[src/rtl/note_envelope_ctrl_if.sv]
// Key-mapper / voice connection bundle for note_envelope_ctrl.
// The octave signal exists only when NOTE_OCTAVE_SHIFT_EN is defined.
interface note_envelope_ctrl_if #(
    parameter int PHASE_W = 24,
    parameter int ENV_W   = 16
);
    logic [3:0]         key_idx;
    logic               sample_tick;
`ifdef NOTE_OCTAVE_SHIFT_EN
    logic [1:0]         octave;
`endif
    logic [PHASE_W-1:0] phase_inc;
    logic [ENV_W-1:0]   amp;
    logic               gate;
    logic               voice_active;
    logic [3:0]         note_idx;

`ifdef NOTE_OCTAVE_SHIFT_EN
    modport master (output key_idx, sample_tick, octave,
                    input  phase_inc, amp, gate, voice_active, note_idx);
    modport slave  (input  key_idx, sample_tick, octave,
                    output phase_inc, amp, gate, voice_active, note_idx);
`else
    modport master (output key_idx, sample_tick,
                    input  phase_inc, amp, gate, voice_active, note_idx);
    modport slave  (input  key_idx, sample_tick,
                    output phase_inc, amp, gate, voice_active, note_idx);
`endif
endinterface

[src/rtl/note_envelope_ctrl.sv]
// Key event decode, pitch ROM and linear attack/sustain/release envelope.
// Optional NOTE_OCTAVE_SHIFT_EN: phase_inc shifted left by octave sampled on press/change.
//
// state   | meaning
// IDLE    | silent, no note
// ATTACK  | key held, amp ramping up per sample_tick
// SUSTAIN | key held, amp at full scale
// RELEASE | key released, amp ramping down to 0
module note_envelope_ctrl #(
    parameter int PHASE_W      = 24,
    parameter int ENV_W        = 16,
    parameter int ATTACK_STEP  = 64,
    parameter int RELEASE_STEP = 16
) (
    input logic               clk,
    input logic               reset_n,
    note_envelope_ctrl_if.slave ne
);
    localparam logic [1:0] S_IDLE    = 2'd0;
    localparam logic [1:0] S_ATTACK  = 2'd1;
    localparam logic [1:0] S_SUSTAIN = 2'd2;
    localparam logic [1:0] S_RELEASE = 2'd3;

    localparam logic [ENV_W-1:0] AMP_MAX = '1;

    logic [1:0]         state;
    logic [3:0]         k_q, k_d, key_in;
    logic [ENV_W-1:0]   amp_q;
    logic [PHASE_W-1:0] inc_q, inc_new;
    logic [3:0]         note_q;
    logic               press, rel, change;
    logic [ENV_W:0]     amp_up, amp_dn;
    logic [ENV_W-1:0]   amp_up_sat, amp_dn_sat;

    function automatic logic [PHASE_W-1:0] base_inc(input logic [3:0] k);
        logic [PHASE_W-1:0] v;
        case (k)
            4'd1:    v = PHASE_W'(91445);
            4'd2:    v = PHASE_W'(96882);
            4'd3:    v = PHASE_W'(102643);
            4'd4:    v = PHASE_W'(108747);
            4'd5:    v = PHASE_W'(115213);
            4'd6:    v = PHASE_W'(122064);
            4'd7:    v = PHASE_W'(129322);
            4'd8:    v = PHASE_W'(137012);
            4'd9:    v = PHASE_W'(145160);
            4'd10:   v = PHASE_W'(153791);
            4'd11:   v = PHASE_W'(162936);
            4'd12:   v = PHASE_W'(172625);
            default: v = '0;
        endcase
        return v;
    endfunction

    assign key_in = (ne.key_idx > 4'd12) ? 4'd0 : ne.key_idx;

    assign press  = (k_d == 4'd0) && (k_q != 4'd0);
    assign rel    = (k_d != 4'd0) && (k_q == 4'd0);
    assign change = (k_d != 4'd0) && (k_q != 4'd0) && (k_q != k_d);

`ifdef NOTE_OCTAVE_SHIFT_EN
    assign inc_new = base_inc(k_q) << ne.octave;
`else
    assign inc_new = base_inc(k_q);
`endif

    // One extra bit catches overflow on attack and borrow on release.
    assign amp_up     = {1'b0, amp_q} + (ENV_W+1)'(ATTACK_STEP);
    assign amp_dn     = {1'b0, amp_q} - (ENV_W+1)'(RELEASE_STEP);
    assign amp_up_sat = amp_up[ENV_W] ? AMP_MAX : amp_up[ENV_W-1:0];
    assign amp_dn_sat = amp_dn[ENV_W] ? '0 : amp_dn[ENV_W-1:0];

    always_ff @(posedge clk or negedge reset_n) begin
        if (!reset_n) begin
            k_q    <= '0;
            k_d    <= '0;
            state  <= S_IDLE;
            amp_q  <= '0;
            inc_q  <= '0;
            note_q <= '0;
        end else begin
            k_q <= key_in;
            k_d <= k_q;
            case (state)
                S_IDLE: begin
                    if (press) begin
                        state  <= S_ATTACK;
                        inc_q  <= inc_new;
                        note_q <= k_q;
                    end
                end
                S_ATTACK, S_SUSTAIN: begin
                    if (rel) begin
                        state <= S_RELEASE;
                    end else if (change) begin
                        inc_q  <= inc_new;
                        note_q <= k_q;
                    end else if (state == S_ATTACK && ne.sample_tick) begin
                        amp_q <= amp_up_sat;
                        if (amp_up_sat == AMP_MAX) state <= S_SUSTAIN;
                    end
                end
                S_RELEASE: begin
                    // Retrigger keeps the current amp so the attack ramps on without a click.
                    if (press) begin
                        state  <= S_ATTACK;
                        inc_q  <= inc_new;
                        note_q <= k_q;
                    end else if (ne.sample_tick) begin
                        amp_q <= amp_dn_sat;
                        if (amp_dn_sat == '0) begin
                            state  <= S_IDLE;
                            note_q <= '0;
                        end
                    end
                end
                default: state <= S_IDLE;
            endcase
        end
    end

    assign ne.phase_inc    = inc_q;
    assign ne.amp          = amp_q;
    assign ne.gate         = (state == S_ATTACK) || (state == S_SUSTAIN);
    assign ne.voice_active = (state != S_IDLE);
    assign ne.note_idx     = note_q;
endmodule

[src/flat_wrapper.sv]
// flat-port wrapper written by rule: the top's interface ports become plain ports
module note_envelope_ctrl_flat 
#(
    parameter int PHASE_W      = 24,
    parameter int ENV_W        = 16,
    parameter int ATTACK_STEP  = 64,
    parameter int RELEASE_STEP = 16
)
  (clk, reset_n, ne_key_idx, ne_sample_tick, ne_phase_inc, ne_amp, ne_gate, ne_voice_active, ne_note_idx);
  note_envelope_ctrl_if #(.PHASE_W(PHASE_W), .ENV_W(ENV_W)) ne_i ();
  input logic clk;
  input logic reset_n;
  input wire logic [$bits(ne_i.key_idx)-1:0] ne_key_idx;
  input wire logic [$bits(ne_i.sample_tick)-1:0] ne_sample_tick;
  output wire logic [$bits(ne_i.phase_inc)-1:0] ne_phase_inc;
  output wire logic [$bits(ne_i.amp)-1:0] ne_amp;
  output wire logic [$bits(ne_i.gate)-1:0] ne_gate;
  output wire logic [$bits(ne_i.voice_active)-1:0] ne_voice_active;
  output wire logic [$bits(ne_i.note_idx)-1:0] ne_note_idx;
  assign ne_i.key_idx = ne_key_idx;
  assign ne_i.sample_tick = ne_sample_tick;
  assign ne_phase_inc = ne_i.phase_inc;
  assign ne_amp = ne_i.amp;
  assign ne_gate = ne_i.gate;
  assign ne_voice_active = ne_i.voice_active;
  assign ne_note_idx = ne_i.note_idx;
  note_envelope_ctrl #(.PHASE_W(PHASE_W), .ENV_W(ENV_W), .ATTACK_STEP(ATTACK_STEP), .RELEASE_STEP(RELEASE_STEP)) u_core (.clk(clk), .reset_n(reset_n), .ne(ne_i));
endmodule
[config.mk]
export PLATFORM = sky130hd
export DESIGN_NAME = note_envelope_ctrl_flat
export DESIGN_NICKNAME = d
export VERILOG_FILES = /design/src/rtl/note_envelope_ctrl_if.sv /design/src/rtl/note_envelope_ctrl.sv /design/src/flat_wrapper.sv
export SDC_FILE = /design/constraint.sdc
export NUM_CORES = 1
export LEC_CHECK = 0
export ABC_AREA = 1
export BUFFER_PORTS_ARGS = -buffer_cell sky130_fd_sc_hd__clkbuf_2
export CELL_PAD_IN_SITES_DETAIL_PLACEMENT = 2
export CELL_PAD_IN_SITES_GLOBAL_PLACEMENT = 2
export CORE_ASPECT_RATIO = 1.1
export CORE_UTILIZATION = 34
export CTS_CLUSTER_SIZE = 24
export DETAILED_ROUTE_END_ITERATION = 10
export PLACE_DENSITY_LB_ADDON = 0.1
export SLEW_MARGIN = 10
export SYNTH_ARGS = -nofsm -noshare
export SYNTH_HDL_FRONTEND = slang
export SYNTH_SLANG_ARGS = --single-unit
[constraint.sdc]
create_clock -name clk -period 3.5 [get_ports clk]
set_clock_uncertainty 0.2 [all_clocks]
set_input_delay 0 -clock clk [delete_from_list [all_inputs] [get_ports clk]]
set_output_delay 0 -clock clk [all_outputs]
set_load 0.02 [all_outputs]
==> impl_metrics.toml, run 1 <==
[drt]
drc = 0
wl_per_cell_um = 16.8
viasPerCell = 5.20
ant_nets = 0
drt-total-wl_um = 10700
vias = 3316
drtIter0Drc = 85
drt_pass1_iterations = 4

[layout]
utilization = 0.403
regArea_sq_mm = 0.00120
final_cell_mix = "nand2_1, nor2_1, dfrtp_1, clkbuf_2, inv_1"
diodes = 0
multi_input_area_sq_mm = 0.00183
layout_commonest_cell = "nand2_1"
area_delta_synth_final_pct = 13.5
drive_gt1_frac = 0.173
fill_cells = 1155
nets = 541

[clock_tree]
postCtsSetupRepairBufs = 0
cts_tree = "built"
insertion_delay_ns = 0.31
cts_resized = 0
clk_pin_slew_worst_paths_ns = 0.11
clk_path_buf_depth = 2
cts_sinks = 48
cts-buffers-inserted = 5
cts-htree-levels = 2
cts_root_buffer = "clkbuf_8"

[sta]
tns_ns = 0
rsz0062_at_grt = "false"
finalCriticalPeriod_ns = 2.80
hold_viol_final = 0
max_slew_margin = 0.561
fmax_mhz = 357
setup_violations = 0
finalMaxSlewViolations = 0
finalWorstSetupSlack_ns = 0.697
finalCritPeriodShare = 0.801
worst-slew-pin-transition_ns = 0.659

[floorplanning]
initial_core_util = 0.355
rows = 37
core_area_sq_mm = 0.00949
fp.dieW_um = 96.9
dieArea_sq_mm = 0.0103
die_height_um = 106
ios = 53

[critical_path]
cp.arrival_ns = 2.84
path_cells = "inv_1 > ha_1 > inv_1 > nor3_4 > nand2_1 > nor2_1 > nor4_2 > nand2_1 > inv_2 > o21ai_0 > o21ai_0"
r2r_start = "u_core.k_q[1]"
path_delay_family = "buffers and inverters"
cp.required_ns = 3.54
critical-path-slowest-cell = "dfrtp_1"
start_kind = "register"
critPathCaptureType = "register"
crit_type = "register to register"
max_stage_delay_ns = 0.59
crit_buf_inv = 3
critPathMaxFanout = 29
worstSetupStartpoint = "u_core.k_q[1]"

[run]
maxCapViolCount = 0

[yosys]
synth_edf_count = 0
ys_warn_count = 0
syn_inst = 472
ys_ff_latch = 48
syn_avg_cell_area_sq_um = 7.13
yosysUniqueCellTypes = 40
async_flop_share = 1.00
synth.yosys.seq_area_share = 0.357
ys.flop_type = "dfrtp_1"
syn-cell-area_sq_mm = 0.00337

[power]
vdd_drop_max_uv = 356
static-leakage-power_nw = 1.94
pwr_density_cell_mw_per_mm2 = 904

[global_route]
gr-usage-met2 = 0.416
grt.busiest_layer = "met2"
met1_usage = 0.259
grt_max_degree = 30
grt_pass1_wl_um = 18000
antenna_found_initial = 0
grt_pass1_vias = 3578
grt.total_usage = 0.218
grt_overflow = 0
grtUsageMet3 = 0.0263

[placed_design]
finalWeightedCongestion = 0.837
dp_slack_ns = 0.715
post-dp-hpwl_um = 8230
numPortBuffers = 46

[status]
status = "complete, no violations"

[hold_path]
min_path_type = "primary input to async pin"
-- Yosys cell counts (all sizes together) (2+ instances only) --
cell    number  share of area
o31ai        2         0.0085
nand2      133           0.16
o211ai       7          0.016
nor2        57          0.076
inv         53          0.059
nand4        5         0.0093
dfrtp       48           0.36
xnor2        4          0.010
clkbuf       8         0.0089
ha          14          0.052
nand3b       2         0.0082
nand3       33          0.051
a21oi       17          0.025
buf         15          0.036
a31oi        9          0.017
o21ai       54          0.085
-- worst reg2reg max path, cell delays in order (launching register included) --
cell and delay [ns]:
dfrtp_1 0.59, inv_1 0.19, ha_1 0.24, inv_1 0.15, nor3_4 0.07, nand2_1 0.10
nor2_1 0.06, nor4_2 0.23, nand2_1 0.15, inv_2 0.43, o21ai_0 0.20, o21ai_0 0.11
-- report_power, final --
group	switching [W]	leakage (nW)	total [W]	internal, W
sequential	0.000229	0.602	0.000997	0.000768
combinational	0.00145	1.29	0.00210	0.000646
clock	0.000218	0.0404	0.000360	0.000142
-- worst paths after layout --
| check | slack [ns] | to | cells after the start |
|---|---|---|---|
| worst min register to register | 0.22 | u_core.k_d[2] | 0 |
| min in group clk | 0.07 | u_core.ne.amp[4] | 5 |
| max in group asynchronous | 2.24 | u_core.ne.amp[12] | 3 |
| worst max-delay path | 0.70 | u_core.ne.amp[7] | 11 |
| worst min-delay path | 0.03 | u_core.ne.note_idx[2] | 2 |
| worst max register to register | 0.70 | u_core.ne.amp[7] | 11 |
-- flip-flops by register name, summed over array words and instances, names as in the netlist --
register / cells
u_core.state: 2
u_core.ne.phase_inc: 18
u_core.ne.note_idx: 4
u_core.ne.amp: 16
u_core.k_q: 4
u_core.k_d: 4
-- cell families (layout without fill, tap and decap cells) --
group / count (synthesis) / in the layout / share of synthesized area
AND/OR/NAND/NOR: 235 / 235 / 0.315
AO/OA/AOI/OAI: 92 / 92 / 0.157
buffers and inverters: 77 / 121 / 0.105
flip-flops: 48 / 48 / 0.357
adder cells (fa/ha/maj): 14 / 14 / 0.0520
XOR/XNOR: 5 / 5 / 0.0130
other: 1 / 6 / 0.00111
-- metrics by stage --
step	total power [W]	instances	cell area (sq um)	hold slack (ns)
after floorplan	0.00251	477	3390	-0.496
after global placement	0.00306	622	3650	-0.148
after detailed placement	0.00313	622	3650	-0.145
after CTS	0.00352	638	3820	0.0446
after global routing	0.00378	638	3820	0.0764
final	0.00346	638	3820	0.0331
-- layout make-up --
| cell class | count | area share |
|---|---|---|
| Timing Repair Buffer | 59 | 0.0910 |
| Clock buffer | 5 | 0.0180 |
| Multi-Input combinational cell | 352 | 0.479 |
| Tap cell | 117 | 0.0383 |
| Clock inverter | 3 | 0.00622 |
| Inverter | 54 | 0.0530 |
| Sequential cell | 48 | 0.314 |
-- layer usage --
layer  vias up  wire [um]
li1       1610          -
met1      1639       4620
met2        53       5670
met3        14        255
met4         0        159
met5         -          0
-- what timing repair did --
action                                  in CTS  in global routing
hold buffers                                 8                  0
endpoints found under the setup margin       0                  0
endpoints found under the hold margin       27                  0
Note: power is estimated with default switching activity, not from simulation.
==> run 2: changes to the inputs <==
--- a/config.mk
+++ b/config.mk
@@ -10,7 +10,7 @@
 export CELL_PAD_IN_SITES_DETAIL_PLACEMENT = 2
 export CELL_PAD_IN_SITES_GLOBAL_PLACEMENT = 2
 export CORE_ASPECT_RATIO = 1.1
-export CORE_UTILIZATION = 34
+export CORE_UTILIZATION = 32
 export CTS_CLUSTER_SIZE = 24
 export DETAILED_ROUTE_END_ITERATION = 10
 export PLACE_DENSITY_LB_ADDON = 0.1
==> constraint.sdc (replaced) <==
create_clock -name clk -period 2.6 [get_ports clk]
set_clock_uncertainty 0.2 [all_clocks]
set_input_delay 0 -clock clk [delete_from_list [all_inputs] [get_ports clk]]
set_output_delay 0 -clock clk [all_outputs]
set_load 0.02 [all_outputs]
==> impl_metrics.toml, run 2 (synthesis results as in run 1) <==
[power]
static-leakage-power_nw = 2.05
pwr_density_cell_mw_per_mm2 = 1210
vdd_drop_max_uv = 451

[sta]
worst-slew-pin-transition_ns = 0.653
rsz0062_at_grt = "false"
setup_violations = 0
max_slew_margin = 0.565
fmax_mhz = 416
tns_ns = 0
finalWorstSetupSlack_ns = 0.193
finalMaxSlewViolations = 0
finalCritPeriodShare = 0.926
hold_viol_final = 0
finalCriticalPeriod_ns = 2.41

[layout]
nets = 561
final_cell_mix = "nand2_1, nor2_1, dfrtp_1, clkbuf_2, inv_1"
largest_register_ffs = 18
area_delta_synth_final_pct = 20.1
instances_no_fill = 681
fill_cells = 1211
layout_commonest_cell = "nand2_1"
diodes = 0
drive_gt1_frac = 0.213

[critical_path]
cp.arrival_ns = 2.41
cp.required_ns = 2.60
start_kind = "register"
crit_type = "register to register"
critPathMaxFanout = 18
critPathCaptureType = "register"

[drt]
drt-total-wl_um = 11100
vias = 3392
ant_nets = 0
drc = 0
viasPerCell = 4.98
wl_per_cell_um = 16.4
drt_pass1_iterations = 4
drtIter0Drc = 104

[global_route]
grt_overflow = 0
grt.total_usage = 0.216
antenna_found_initial = 0
grt_pass1_wl_um = 18400
grt_max_degree = 49
grt_pass1_vias = 3727

[clock_tree]
clk_pin_slew_worst_paths_ns = 0.09
clk_path_buf_depth = 2
cts_tree = "built"
cts-htree-levels = 2
insertion_delay_ns = 0.30
cts-buffers-inserted = 5
cts_root_buffer = "clkbuf_8"
cts_sinks = 48

[placed_design]
numPortBuffers = 46
post-dp-hpwl_um = 8510
dp_slack_ns = 0.0246
dp.cells = 664
finalWeightedCongestion = 0.806

[run]
maxCapViolCount = 0

[floorplanning]
rows = 38
dieArea_sq_mm = 0.0109
ios = 53
die_height_um = 110
core_area_sq_mm = 0.0100
initial_core_util = 0.336
fp.dieW_um = 99.8

[status]
status = "complete, no violations"

[hold_path]
min_path_type = "primary input to async pin"
[run 2: final timing paths]
path	start	cells after the start	end	slack [ns]
hold reg to reg	u_core.ne.phase_inc[7]	2	u_core.ne.phase_inc[7]	0.30
hold / removal	reset_n	3	u_core.ne.note_idx[2]	0.15
max in group asynchronous	reset_n	3	u_core.ne.amp[4]	1.59
setup reg to reg	u_core.ne.amp[4]	15	u_core.ne.note_idx[1]	0.19
min in group clk	ne_sample_tick	6	u_core.ne.amp[4]	0.15
setup / recovery	u_core.ne.amp[4]	15	u_core.ne.note_idx[1]	0.19
[run 2: area by class of cell]
class | count | area [sq um] | share of cell area
Timing Repair Buffer | 78 | 503 | 0.124
Sequential cell | 48 | 1200 | 0.297
Multi-Input combinational cell | 353 | 1870 | 0.461
Clock buffer | 7 | 86.3 | 0.0213
Inverter | 54 | 205 | 0.0507
Tap cell | 140 | 175 | 0.0433
Clock inverter | 1 | 7.51 | 0.00186
[run 2: where the power goes]
| group | internal [W] | switching, W | total [W] |
|---|---|---|---|
| Sequential | 0.00104 | 0.000222 | 0.00126 |
| Combinational | 0.00104 | 0.00211 | 0.00315 |
| Clock | 0.000217 | 0.000268 | 0.000485 |
| Total | 0.00229 | 0.00260 | 0.00490 |
[run 2: repair_timing]
item                                    4_1_cts  5_1_grt
resized for setup                             0        8
buffers inserted                              0        0
endpoints found under the setup margin        0        6
hold buffers                                  8        0
hold endpoints to repair                     52        0
[run 2: routing by layer]
layer	vias to the layer above	wire [um]	GRT usage
li1	1654	-	-
met1	1680	4600	0.236
met2	45	6220	0.442
met3	13	198	0.0261
met4	0	129	0.0462
met5	-	0	0
[run 2: per-stage QoR]
step	hold slack [ns]	utilization	total power [W]	area, sq um
6_report	0.145	0.403	0.00490	4050
5_1_grt	0.194	0.403	0.00537	4050
4_1_cts	0.142	0.399	0.00495	4010
3_5_place_dp	-0.0336	0.382	0.00442	3830
3_3_place_gp	-0.0493	0.382	0.00429	3830
2_1_floorplan	-0.496	-	0.00338	3390
[run 2: critical path: stages, from the launching register on]
cell and delay [ns]:
dfrtp_2 0.45, inv_4 0.10, ha_2 0.21, inv_1 0.05
nand2_1 0.06, nand2_2 0.11, nor2_8 0.18, nand2_8 0.12
o21ai_1 0.12, nand3_1 0.09, nor2_1 0.12, nand3_2 0.12
nand2_4 0.10, nand2_4 0.09, nand2_1 0.11, o21ai_2 0.06
